[src/rtl/riscv_defs_pkg.sv]
// Shared RV32IM execute-stage definitions: aluCtrl codes, mul/div FSM
// state encodings and forwarding-select encodings.
package riscv_defs_pkg;

    localparam int unsigned REG_W  = 5;
    localparam int unsigned CTRL_W = 5;
    localparam int unsigned FWD_W  = 2;
    localparam int unsigned ST_W   = 2;

    // RV32I ALU operations (aluCtrl[4] = 0)
    localparam logic [CTRL_W-1:0] ALU_ADD   = 5'd0;
    localparam logic [CTRL_W-1:0] ALU_SUB   = 5'd1;
    localparam logic [CTRL_W-1:0] ALU_SLL   = 5'd2;
    localparam logic [CTRL_W-1:0] ALU_SLT   = 5'd3;
    localparam logic [CTRL_W-1:0] ALU_SLTU  = 5'd4;
    localparam logic [CTRL_W-1:0] ALU_XOR   = 5'd5;
    localparam logic [CTRL_W-1:0] ALU_SRL   = 5'd6;
    localparam logic [CTRL_W-1:0] ALU_SRA   = 5'd7;
    localparam logic [CTRL_W-1:0] ALU_OR    = 5'd8;
    localparam logic [CTRL_W-1:0] ALU_AND   = 5'd9;
    localparam logic [CTRL_W-1:0] ALU_PASSB = 5'd10;

    // RV32M operations (aluCtrl[4:3] = 2'b10)
    localparam logic [CTRL_W-1:0] M_MUL    = 5'd16;
    localparam logic [CTRL_W-1:0] M_MULH   = 5'd17;
    localparam logic [CTRL_W-1:0] M_MULHSU = 5'd18;
    localparam logic [CTRL_W-1:0] M_MULHU  = 5'd19;
    localparam logic [CTRL_W-1:0] M_DIV    = 5'd20;
    localparam logic [CTRL_W-1:0] M_DIVU   = 5'd21;
    localparam logic [CTRL_W-1:0] M_REM    = 5'd22;
    localparam logic [CTRL_W-1:0] M_REMU   = 5'd23;

    // Iterative unit FSM states
    localparam logic [ST_W-1:0] ST_IDLE = 2'd0;
    localparam logic [ST_W-1:0] ST_RUN  = 2'd1;
    localparam logic [ST_W-1:0] ST_DONE = 2'd2;

    // Forwarding source select
    localparam logic [FWD_W-1:0] FWD_IDEX  = 2'd0;
    localparam logic [FWD_W-1:0] FWD_MEMWB = 2'd1;
    localparam logic [FWD_W-1:0] FWD_EXMEM = 2'd2;

    // EX/MEM wins over MEM/WB; x0 is never forwarded.
    function automatic logic [FWD_W-1:0] fwd_sel(
        input logic [REG_W-1:0] rs,
        input logic [REG_W-1:0] ex_rd,
        input logic             ex_we,
        input logic [REG_W-1:0] wb_rd,
        input logic             wb_we
    );
        if (ex_we && (ex_rd != '0) && (ex_rd == rs)) begin
            return FWD_EXMEM;
        end else if (wb_we && (wb_rd != '0) && (wb_rd == rs)) begin
            return FWD_MEMWB;
        end
        return FWD_IDEX;
    endfunction

    function automatic logic is_m_op(input logic [CTRL_W-1:0] ctrl);
        return ctrl[4:3] == 2'b10;
    endfunction

endpackage

[src/rtl/ex_muldiv.sv]
// Iterative RV32M unit: shift-add multiply and restoring divide on operand
// magnitudes, sign fix-up applied to the final value.
// Ports: clk, rst (async active-low), start (M op present), op (low 3 bits
// of aluCtrl), op_a/op_b (forwarded operands), busy (stall request),
// done (result valid this cycle), result.
module ex_muldiv
    import riscv_defs_pkg::*;
#(
    parameter int unsigned XLEN      = 32,
    parameter int unsigned MD_CYCLES = 32
) (
    input  logic            clk,
    input  logic            rst,
    input  logic            start,
    input  logic [2:0]      op,
    input  logic [XLEN-1:0] op_a,
    input  logic [XLEN-1:0] op_b,
    output logic            busy,
    output logic            done,
    output logic [XLEN-1:0] result
);

    localparam int unsigned CNT_W = $clog2(MD_CYCLES);

    logic [ST_W-1:0]  state;
    logic [ST_W-1:0]  state_nxt;
    logic [CNT_W-1:0] cnt;
    logic [2:0]       op_q;
    logic [XLEN-1:0]  hi;
    logic [XLEN-1:0]  lo;
    logic [XLEN-1:0]  dsr;
    logic             neg_q;
    logic             neg_r;

    logic             a_signed;
    logic             b_signed;
    logic             a_neg;
    logic             b_neg;
    logic [XLEN-1:0]  a_mag;
    logic [XLEN-1:0]  b_mag;
    logic [XLEN:0]    mul_sum;
    logic [XLEN:0]    div_shift;
    logic [XLEN:0]    div_trial;
    logic [2*XLEN-1:0] prod;
    logic [XLEN-1:0]  quo;
    logic [XLEN-1:0]  rem;
    logic             capture;

    // State register
    always_ff @(posedge clk or negedge rst) begin
        if (!rst) begin
            state <= ST_IDLE;
        end else begin
            state <= state_nxt;
        end
    end

    // Next state and handshake outputs
    always_comb begin
        state_nxt = state;
        busy      = 1'b0;
        done      = 1'b0;
        case (state)
            ST_IDLE: begin
                if (start) begin
                    state_nxt = ST_RUN;
                    busy      = 1'b1;
                end
            end
            ST_RUN: begin
                busy = 1'b1;
                if (cnt == CNT_W'(MD_CYCLES - 1)) begin
                    state_nxt = ST_DONE;
                end
            end
            ST_DONE: begin
                done      = 1'b1;
                state_nxt = ST_IDLE;
            end
            default: state_nxt = ST_IDLE;
        endcase
    end

    assign capture = (state == ST_IDLE) && start;

    // Operand signedness and magnitudes at capture
    always_comb begin
        a_signed = (op == M_MULH[2:0]) || (op == M_MULHSU[2:0]) ||
                   (op == M_DIV[2:0])  || (op == M_REM[2:0]);
        b_signed = (op == M_MULH[2:0]) || (op == M_DIV[2:0]) ||
                   (op == M_REM[2:0]);
        a_neg    = a_signed && op_a[XLEN-1];
        b_neg    = b_signed && op_b[XLEN-1];
        a_mag    = a_neg ? (~op_a + XLEN'(1)) : op_a;
        b_mag    = b_neg ? (~op_b + XLEN'(1)) : op_b;
    end

    // One iteration step for each algorithm
    always_comb begin
        mul_sum   = {1'b0, hi} + (lo[0] ? {1'b0, dsr} : '0);
        div_shift = {hi, lo[XLEN-1]};
        div_trial = div_shift - {1'b0, dsr};
    end

    // Datapath registers: hi/lo form {product} or {remainder, quotient}
    always_ff @(posedge clk or negedge rst) begin
        if (!rst) begin
            cnt   <= '0;
            op_q  <= '0;
            hi    <= '0;
            lo    <= '0;
            dsr   <= '0;
            neg_q <= 1'b0;
            neg_r <= 1'b0;
        end else if (capture) begin
            cnt  <= '0;
            op_q <= op;
            hi   <= '0;
            if (op[2]) begin
                lo    <= a_mag;
                dsr   <= b_mag;
                // divide by zero leaves the all-ones quotient unsigned
                neg_q <= (a_neg ^ b_neg) && (op_b != '0);
                neg_r <= a_neg;
            end else begin
                lo    <= b_mag;
                dsr   <= a_mag;
                neg_q <= a_neg ^ b_neg;
                neg_r <= 1'b0;
            end
        end else if (state == ST_RUN) begin
            cnt <= cnt + CNT_W'(1);
            if (op_q[2]) begin
                hi <= div_trial[XLEN] ? div_shift[XLEN-1:0] : div_trial[XLEN-1:0];
                lo <= {lo[XLEN-2:0], ~div_trial[XLEN]};
            end else begin
                hi <= mul_sum[XLEN:1];
                lo <= {mul_sum[0], lo[XLEN-1:1]};
            end
        end
    end

    // Sign fix-up and word select
    always_comb begin
        prod   = neg_q ? (~{hi, lo} + (2*XLEN)'(1)) : {hi, lo};
        quo    = neg_q ? (~lo + XLEN'(1)) : lo;
        rem    = neg_r ? (~hi + XLEN'(1)) : hi;
        result = '0;
        case (op_q)
            3'd0:                   result = prod[XLEN-1:0];
            3'd1, 3'd2, 3'd3:       result = prod[2*XLEN-1:XLEN];
            3'd4, 3'd5:             result = quo;
            default:                result = rem;
        endcase
    end

endmodule

[src/rtl/ex_stage.sv]
// RV32IM execute stage: operand forwarding from EX/MEM and MEM/WB,
// single-cycle ALU, iterative mul/div with upstream stall and EX/MEM bubble.
// Ports: ID/EX datapath (readData1/2, immediate, rs1, rs2, rd) and control
// (regWrite, memtoReg, memWrite, memRead, aluSrc, aluCtrl); forwarding
// sources (exmem*, memwb*); outputs to EX/MEM (aluResult, storeData, outRd,
// out* control) and stall.
module ex_stage
    import riscv_defs_pkg::*;
#(
    parameter int unsigned XLEN      = 32,
    parameter int unsigned MD_CYCLES = 32
) (
    input  logic              clk,
    input  logic              rst,
    input  logic [XLEN-1:0]   readData1,
    input  logic [XLEN-1:0]   readData2,
    input  logic [XLEN-1:0]   immediate,
    input  logic [REG_W-1:0]  rs1,
    input  logic [REG_W-1:0]  rs2,
    input  logic [REG_W-1:0]  rd,
    input  logic              regWrite,
    input  logic              memtoReg,
    input  logic              memWrite,
    input  logic              memRead,
    input  logic              aluSrc,
    input  logic [CTRL_W-1:0] aluCtrl,
    input  logic [REG_W-1:0]  exmemRd,
    input  logic              exmemRegWrite,
    input  logic [XLEN-1:0]   exmemAluResult,
    input  logic [REG_W-1:0]  memwbRd,
    input  logic              memwbRegWrite,
    input  logic [XLEN-1:0]   memwbWriteData,
    output logic [XLEN-1:0]   aluResult,
    output logic [XLEN-1:0]   storeData,
    output logic [REG_W-1:0]  outRd,
    output logic              outRegWrite,
    output logic              outMemtoReg,
    output logic              outMemWrite,
    output logic              outMemRead,
    output logic              stall
);

    localparam int unsigned SH_W = $clog2(XLEN);

    logic [FWD_W-1:0] sel_a;
    logic [FWD_W-1:0] sel_b;
    logic [XLEN-1:0]  op_a;
    logic [XLEN-1:0]  fwd_b;
    logic [XLEN-1:0]  op_b;
    logic [SH_W-1:0]  shamt;
    logic [XLEN-1:0]  alu_res;
    logic             md_start;
    logic             md_busy;
    logic             md_done;
    logic [XLEN-1:0]  md_result;

    // Forwarding muxes
    always_comb begin
        sel_a = fwd_sel(rs1, exmemRd, exmemRegWrite, memwbRd, memwbRegWrite);
        sel_b = fwd_sel(rs2, exmemRd, exmemRegWrite, memwbRd, memwbRegWrite);
        case (sel_a)
            FWD_EXMEM: op_a = exmemAluResult;
            FWD_MEMWB: op_a = memwbWriteData;
            default:   op_a = readData1;
        endcase
        case (sel_b)
            FWD_EXMEM: fwd_b = exmemAluResult;
            FWD_MEMWB: fwd_b = memwbWriteData;
            default:   fwd_b = readData2;
        endcase
        op_b  = aluSrc ? immediate : fwd_b;
        shamt = op_b[SH_W-1:0];
    end

    // Single-cycle RV32I ALU; M codes and undefined codes yield 0
    always_comb begin
        alu_res = '0;
        case (aluCtrl)
            ALU_ADD:   alu_res = op_a + op_b;
            ALU_SUB:   alu_res = op_a - op_b;
            ALU_SLL:   alu_res = op_a << shamt;
            ALU_SLT:   alu_res = XLEN'($signed(op_a) < $signed(op_b));
            ALU_SLTU:  alu_res = XLEN'(op_a < op_b);
            ALU_XOR:   alu_res = op_a ^ op_b;
            ALU_SRL:   alu_res = op_a >> shamt;
            ALU_SRA:   alu_res = XLEN'($signed(op_a) >>> shamt);
            ALU_OR:    alu_res = op_a | op_b;
            ALU_AND:   alu_res = op_a & op_b;
            ALU_PASSB: alu_res = op_b;
            default:   alu_res = '0;
        endcase
    end

    // Gate start with reset so stall falls as soon as reset asserts
    assign md_start = is_m_op(aluCtrl) && rst;

    ex_muldiv #(
        .XLEN      (XLEN),
        .MD_CYCLES (MD_CYCLES)
    ) u_muldiv (
        .clk    (clk),
        .rst    (rst),
        .start  (md_start),
        .op     (aluCtrl[2:0]),
        .op_a   (op_a),
        .op_b   (fwd_b),
        .busy   (md_busy),
        .done   (md_done),
        .result (md_result)
    );

    // Output select and bubble insertion while stalled
    always_comb begin
        stall       = md_busy;
        storeData   = fwd_b;
        aluResult   = '0;
        outRd       = '0;
        outRegWrite = 1'b0;
        outMemtoReg = 1'b0;
        outMemWrite = 1'b0;
        outMemRead  = 1'b0;
        if (!md_busy) begin
            aluResult   = md_done ? md_result : alu_res;
            outRd       = rd;
            outRegWrite = regWrite;
            outMemtoReg = memtoReg;
            outMemWrite = memWrite;
            outMemRead  = memRead;
        end
    end

endmodule

[config.mk]
export PLATFORM = sky130hd
export DESIGN_NAME = ex_stage
export DESIGN_NICKNAME = d
export VERILOG_FILES = /design/src/rtl/riscv_defs_pkg.sv /design/src/rtl/ex_muldiv.sv /design/src/rtl/ex_stage.sv
export SDC_FILE = /design/constraint.sdc
export NUM_CORES = 1
export LEC_CHECK = 0
export CAP_MARGIN = 20
export CORE_UTILIZATION = 45
export DETAILED_ROUTE_END_ITERATION = 16
export PLACE_DENSITY = 0.74
export SLEW_MARGIN = 20
export SYNTH_ARGS = -nofsm -noshare
export SYNTH_HDL_FRONTEND = slang
export SYNTH_HIERARCHICAL = 1
export SYNTH_SLANG_ARGS = --single-unit
[constraint.sdc]
create_clock -name clk -period 19.5 [get_ports clk]
set_input_delay 3.9 -clock clk [delete_from_list [all_inputs] [get_ports clk]]
set_output_delay 3.9 -clock clk [all_outputs]
set_load 0.01 [all_outputs]
Word level (Yosys, flattened, before mapping)
Index checks and enable logic that the tools add are counted.
{"block": "totals", "wordCells": 139, "in_bits": 199, "register_bits": 108}
{"block": "classes", "n_addsub": 10, "eq_ne": 33, "n_shift": 3, "order_cmp": 2, "bitwise_logic": 10, "n_mux": 47, "n_reduce_logical": 26}
{"op": "$mux 32", "n": 17}
{"op": "$pmux 32 s11", "n": 1}
{"op": "$add 32x1->32 const B", "n": 4}
{"op": "$not 32->32", "n": 4}
{"op": "$pmux 32 s2", "n": 2}
{"op": "$pmux 32 s3", "n": 1}
{"op": "$add 64x1->64 const B", "n": 1}
{"op": "$lt 32x32->1", "n": 2}
{"op": "$mux 64", "n": 1}
{"op": "$not 64->64", "n": 1}
{"op": "$add 32x33->33", "n": 1}
{"op": "$sub 33x32->33", "n": 1}
{"op": "$add 32x32->32", "n": 1}
{"op": "$and 32x32->32", "n": 1}
{"op": "$or 32x32->32", "n": 1}
{"op": "$reduce_bool 32->1", "n": 1}
{"op": "$shl 32x5->32", "n": 1}
{"op": "$shr 32x5->32", "n": 1}
{"op": "$sshr 32x5->32", "n": 1}
{"op": "$sub 32x32->32", "n": 1}
{"op": "$xor 32x32->32", "n": 1}
{"op": "$eq 5x3->1 const B", "n": 4}
{"op": "$eq 5x5->1", "n": 4}
{"op": "$mux 2", "n": 8}
{"op": "27 further kinds", "n": 70}

Logic depth before layout (Yosys ltp)
{"block": "logic_depth", "word_depth": 13, "ltp_mapped": 24}

Modules after synthesis
The synthesis kept the hierarchy.
{"mod": "ex_muldiv", "instances": 1, "area_per_inst_um2": 13125.1, "cells_per_inst": 1805}
{"mod": "ex_stage", "instances": 1, "area_per_inst_um2": 11628.7, "cells_per_inst": 1870}

Worst setup path before layout
OpenSTA, ideal clock, no wires.
{"block": "synth_timing", "path_kind": "input-to-output", "startpoint": "in rs2[4]", "endpoint": "out aluResult[31]", "t_arrival_ps": 8997, "t_required_ps": 15600, "path_stages": 22, "slack_ps": 6603, "n_path_buf": 3, "cell_sequence": "xor2_1 or4b_1 buf_2 nor2_8 buf_2 mux2i_1 o21ai_0 mux2i_1 inv_1 ha_1 clkbuf_1 nor4_1 inv_1 nor4_1 a32oi_1 a2111oi_0 o21ai_0 a2111oi_0 o22ai_1 xnor2_1 nand2_1 a32oi_1"}
{"block": "synth_between", "elab_chain_len": 12}
{"item": "start: declaration", "line": "ex_stage.sv:19", "rtl": "input logic [REG_W-1:0] rs2,"}
{"item": "$eq 5x5->1", "line": "riscv_defs_pkg.sv:53", "rtl": "end else if (wb_we && (wb_rd != '0) && (wb_rd == rs)) begin"}
{"item": "$logic_and 1x1->1", "line": "riscv_defs_pkg.sv:53"}
{"item": "$mux 1", "line": "riscv_defs_pkg.sv:53"}
{"item": "$mux 1", "line": "riscv_defs_pkg.sv:51", "rtl": "if (ex_we && (ex_rd != '0) && (ex_rd == rs)) begin"}
{"item": "$mux 2 (*)", "line": "riscv_defs_pkg.sv:56", "rtl": "return FWD_IDEX;"}
{"item": "$eq 2x1->1 / $eq 2x2->1 (equally long branches)", "line": "ex_stage.sv:66", "rtl": "case (sel_b)"}
{"item": "$pmux 32 s2 (*)", "line": "ex_stage.sv:66"}
{"item": "net storeData[10]", "line": "ex_stage.sv:34", "rtl": "output logic [XLEN-1:0] storeData,"}
{"item": "$mux 32 (*)", "line": "ex_stage.sv:71", "rtl": "op_b = aluSrc ? immediate : fwd_b;"}
{"item": "$sub 32x32->32 / $add 32x32->32 (equally long branches)", "line": "ex_stage.sv:80, ex_stage.sv:79"}
{"item": "$pmux 32 s11 (*)", "line": "ex_stage.sv:78", "rtl": "case (aluCtrl)"}
{"item": "$mux 32 (*)", "line": "ex_stage.sv:123", "rtl": "aluResult = md_done ? md_result : alu_res;"}
{"item": "$mux 32 (*)", "line": "ex_stage.sv:122", "rtl": "if (!md_busy) begin"}
{"item": "end: declaration", "line": "ex_stage.sv:33", "rtl": "output logic [XLEN-1:0] aluResult,"}
Mark *: on every way through the listed nets, which the timed path passes. The rest lies on a longest branch.

Worst setup path after layout
{"block": "layout_timing", "startpoint": "in memwbRd[0]", "endpoint": "out aluResult[20]"}
{"item": "start: declaration", "line": "ex_stage.sv:30", "rtl": "input logic [REG_W-1:0] memwbRd,"}
{"item": "$reduce_bool 5->1", "line": "riscv_defs_pkg.sv:53"}
{"item": "$logic_and 1x1->1", "line": "riscv_defs_pkg.sv:53"}
{"item": "$logic_and 1x1->1 (*)", "line": "riscv_defs_pkg.sv:53"}
{"item": "$mux 1 (*)", "line": "riscv_defs_pkg.sv:53"}
{"item": "$mux 1 (*)", "line": "riscv_defs_pkg.sv:51"}
{"item": "$mux 2 (*)", "line": "riscv_defs_pkg.sv:56"}
{"item": "$eq 2x1->1 / $eq 2x2->1 (equally long branches)", "line": "ex_stage.sv:61", "rtl": "case (sel_a)"}
{"item": "$pmux 32 s2 (*)", "line": "ex_stage.sv:61"}
{"item": "net op_a[0]", "line": "ex_stage.sv:47", "rtl": "logic [XLEN-1:0] op_a;"}
{"item": "$sub 32x32->32 (tied with other cells)", "line": "ex_stage.sv:80", "rtl": "ALU_SUB: alu_res = op_a - op_b;"}
{"item": "$pmux 32 s11 (*)", "line": "ex_stage.sv:78"}
{"item": "$mux 32 (*)", "line": "ex_stage.sv:123"}
{"item": "$mux 32 (*)", "line": "ex_stage.sv:122"}
Marked as above.

==> run summary <==
Outcome = finished, final reports clean
Primary FF master, synth = dfrtp_1
Final period util = 81.9%
Setup crit end kind = primary output
DIE WIDTH = 237 um
Post-CTS Resized = 0
Number of global-route vias before repair = 29,300
Final hold vios = 0
Area of the multi-input gates = 20,300 um2
Peak supply drop = 0.0000884 V
Mux contribution to synthesized area = 6.66%
Max_cap viols = 0
Crit. path cell count = 22
Area delta synth->final = 14.8%
Number of clock sinks = 108
GP Congestion = 1.13
GRT Total Usage = 47.5%
Critical Path Start Type = input port
Fill cell count = 5,503
Area of the die = 56,000 um2
Mean post-synth cell area = 6.74 um2
Synth warn = 6
Sequential share of the synthesized area = 10.9%
Hold path start = u_muldiv/dsr[21]$_DFFE_PN0P_
Mapped Area = 24,800 um2
Hold Buf Count CTS = 0
Global route overflow = 0
Worst r2r src = u_muldiv/lo[0]$_DFFE_PN0N_
Async S/R FF share, synth = 100%
Min Tclk post-route = 15.97 ns
Rows = 85
Pre-CTS WS = 3.92 ns
Nets = 4,166
EDFF count, synth = 0
DP Cell Count = 4,476
CTS H-tree lvls = 3
Root buf cell = clkbuf_16
CTS Buffer Depth = 2
Max-slew headroom = 14.7%
WL final = 138,000 um
Fmax = 62.6 MHz
Post-Synth Adder-Cell Area = 8.92%
Core box area = 54,100 um2
Post-Synth Simple-Gate Area = 23.5%
R2R depth = 12
Number of CTS-inserted buffers = 9
Post-Synth XOR/XNOR Area = 7.47%
Residual DRC = 0
Largest family of logic cells by synthesized area = compound AO/OA/AOI/OAI gates
Critical path's slowest cell = or4b_1
# setup viols final = 0
Post-Syn Instances = 3,675
Setup Fix Bufs, Post-CTS = 0
Max Slew Vio Count = 0
Final setup margin = 3.53 ns
Top-area cell type share of the netlist area = 10.9%
Worst skew pair latency = 0.39 ns
Clock Pin Slew Worst Setup and Hold Paths = 0.08 ns
Via density = 6.93
Drt first pass iters = 6
Top cells by area, synth = dfrtp_1 11%, ha_1 8.6%, a21oi_1 7.1%
CP max stage delay = 0.98 ns
Worst EP arrival = 12.07 ns
Cell area power density = 118 nW/um2
Number of port buffers = 272
WP buf/inv = 3
Maximum fanout along the worst path = 30
Syn_nets = 4,048
Clk_skew = 0.0120 ns
Worst Tran Pin Value = 1.24 ns
Largest net degree at the start of global routing = 70
I/O pins = 273
Layout cells sized above 1 = 6.77%
Non-Filler Instances = 4,500
Worst Setup SP = memwbRd[0]
Routed len/inst = 30.6 um
Distinct cell type count after synthesis = 116
Unrepaired setup endpoints after global routing = no
First-iteration detailed-routing DRC count = 4,104
Total number of vias = 31,200
CP Class = in -> out
Critical-path cell list = clkdlybuf4s50_1, xor2_1, or4b_1, nor2_2, mux2i_1, a21oi_1, ha_1, inv_1, fa_1, o21ba_2, nor4b_1, and3b_1, o21ai_0, a41o_1, a21boi_0, o21bai_1, a31oi_1, a21oi_1, xor2_1, a211oi_1, a211oi_1, clkdlybuf4s50_1
Delay-heaviest family, CP = compound AO/OA/AOI/OAI gates
Synth Area in Compound Gates = 35.2%
Hold depth = 2
Synth area leader = dfrtp_1
Die height = 237 um
Finished Core Util = 52.5%
Detail Placement HPWL = 109,000 um
TritonCTS clock tree = yes
FF/Latch Area = 2710 um2
Worst EP required = 15.60 ns
Initial core utilization = 45.7%
Flops & latches, synth = 108
Leak Pwr = 0.0112 uW
First-pass GRT wire length = 198,000 um
Routed Antenna Nets = 0
Setup tns final = 0 ns
Initial antenna violation count = 15
Hold/Removal Path Class = reg -> reg
flip-flops by register name (all words and copies together), names as in the netlist:
register and cells:
u_muldiv/op_q 3, u_muldiv/dsr 32, u_muldiv/hi 32, u_muldiv/neg_q 1, u_muldiv/lo 32, u_muldiv/neg_r 1, u_muldiv/cnt 5, u_muldiv/state 2
tightest hold or removal path, stage by stage (launching register included):
cell,delay [ns]
dfrtp_1,0.35
nand2_1,0.05
o21ai_0,0.06
layer usage:
| metal | vias to the layer above | global-route usage (%) | wire (um) |
|---|---|---|---|
| li1 | 13800 | - | - |
| met1 | 14600 | 54.6 | 49400 |
| met2 | 2155 | 74.4 | 59100 |
| met3 | 592 | 13.2 | 16100 |
| met4 | 12 | 37.6 | 12900 |
| met5 | - | 0 | 68 |
cell usage after synthesis, drive strengths merged (43+ instances only):
library cell and n:
o211ai 53, dfrtp 108, xor2 89, a21o 43
nand2 408, nor2 336, nor3 101, clkbuf 192
ha 170, buf 82, a31oi 83, inv 166
nand3 144, a21oi 353, xnor2 122, o21ai 378
o221ai 45, mux2i 133, a221oi 43
per-stage QoR:
step / cell area, um2 / power, uW / hold WS (ns)
6_report: 28400 / 3340 / 0.487
5_1_grt: 28400 / 3550 / 0.507
4_1_cts: 28400 / 3240 / 0.490
3_5_place_dp: 28100 / 3030 / 0.471
3_3_place_gp: 28100 / 3000 / 0.462
2_1_floorplan: 24800 / 2260 / 0.449
cell families (layout without fill, tap and decap cells):
| group | Yosys count | in the layout |
|---|---|---|
| AO/OA/AOI/OAI | 1341 | 1341 |
| AND/OR/NAND/NOR | 1243 | 1243 |
| buffers and inverters | 441 | 564 |
| XOR/XNOR | 211 | 211 |
| adder cells (fa/ha/maj) | 174 | 174 |
| multiplexers | 157 | 157 |
| flip-flops | 108 | 108 |
| other | 0 | 6 |
report_power, final:
group / internal (uW) / leakage, uW / switching [uW]
clock network: 91.8 / 0.000146 / 107
registers: 333 / 0.00133 / 198
logic: 963 / 0.00973 / 1650
total: 1390 / 0.0112 / 1950
final cells by class:
type,count,area share [%]
clock inverter,7,0.282
inverter,167,2.22
tap,696,3.06
timing repair buffer,381,12.5
antenna,6,0.0528
sequential,108,9.52
multi-input combinational,3126,71.6
clock buffer,9,0.792
path summary, 6_finish.rpt:
kind	end	slack [ns]
max	aluResult[20]	3.53
min	u_muldiv/dsr[21]$_DFFE_PN0P_	0.49
max reg2reg	u_muldiv/hi[27]$_DFFE_PN0N_	14.35
min reg2reg	u_muldiv/dsr[21]$_DFFE_PN0P_	0.49
max in group asynchronous	u_muldiv/op_q[2]$_DFFE_PN0P_	14.40
min in group asynchronous	u_muldiv/hi[15]$_DFFE_PN0N_	3.45
placed cells by master (no fill, tap or decap), drive strengths merged, types with 45 or more instances in the layout:
master / instances
nor3: 101
buf: 113
o221ai: 45
a21oi: 353
o21ai: 378
inv: 169
nand3: 144
dfrtp: 108
a31oi: 83
ha: 170
xnor2: 122
xor2: 89
clkdlybuf4s50: 268
mux2i: 133
nand2: 408
o211ai: 53
nor2: 336
(Power assumes the default switching activity.)
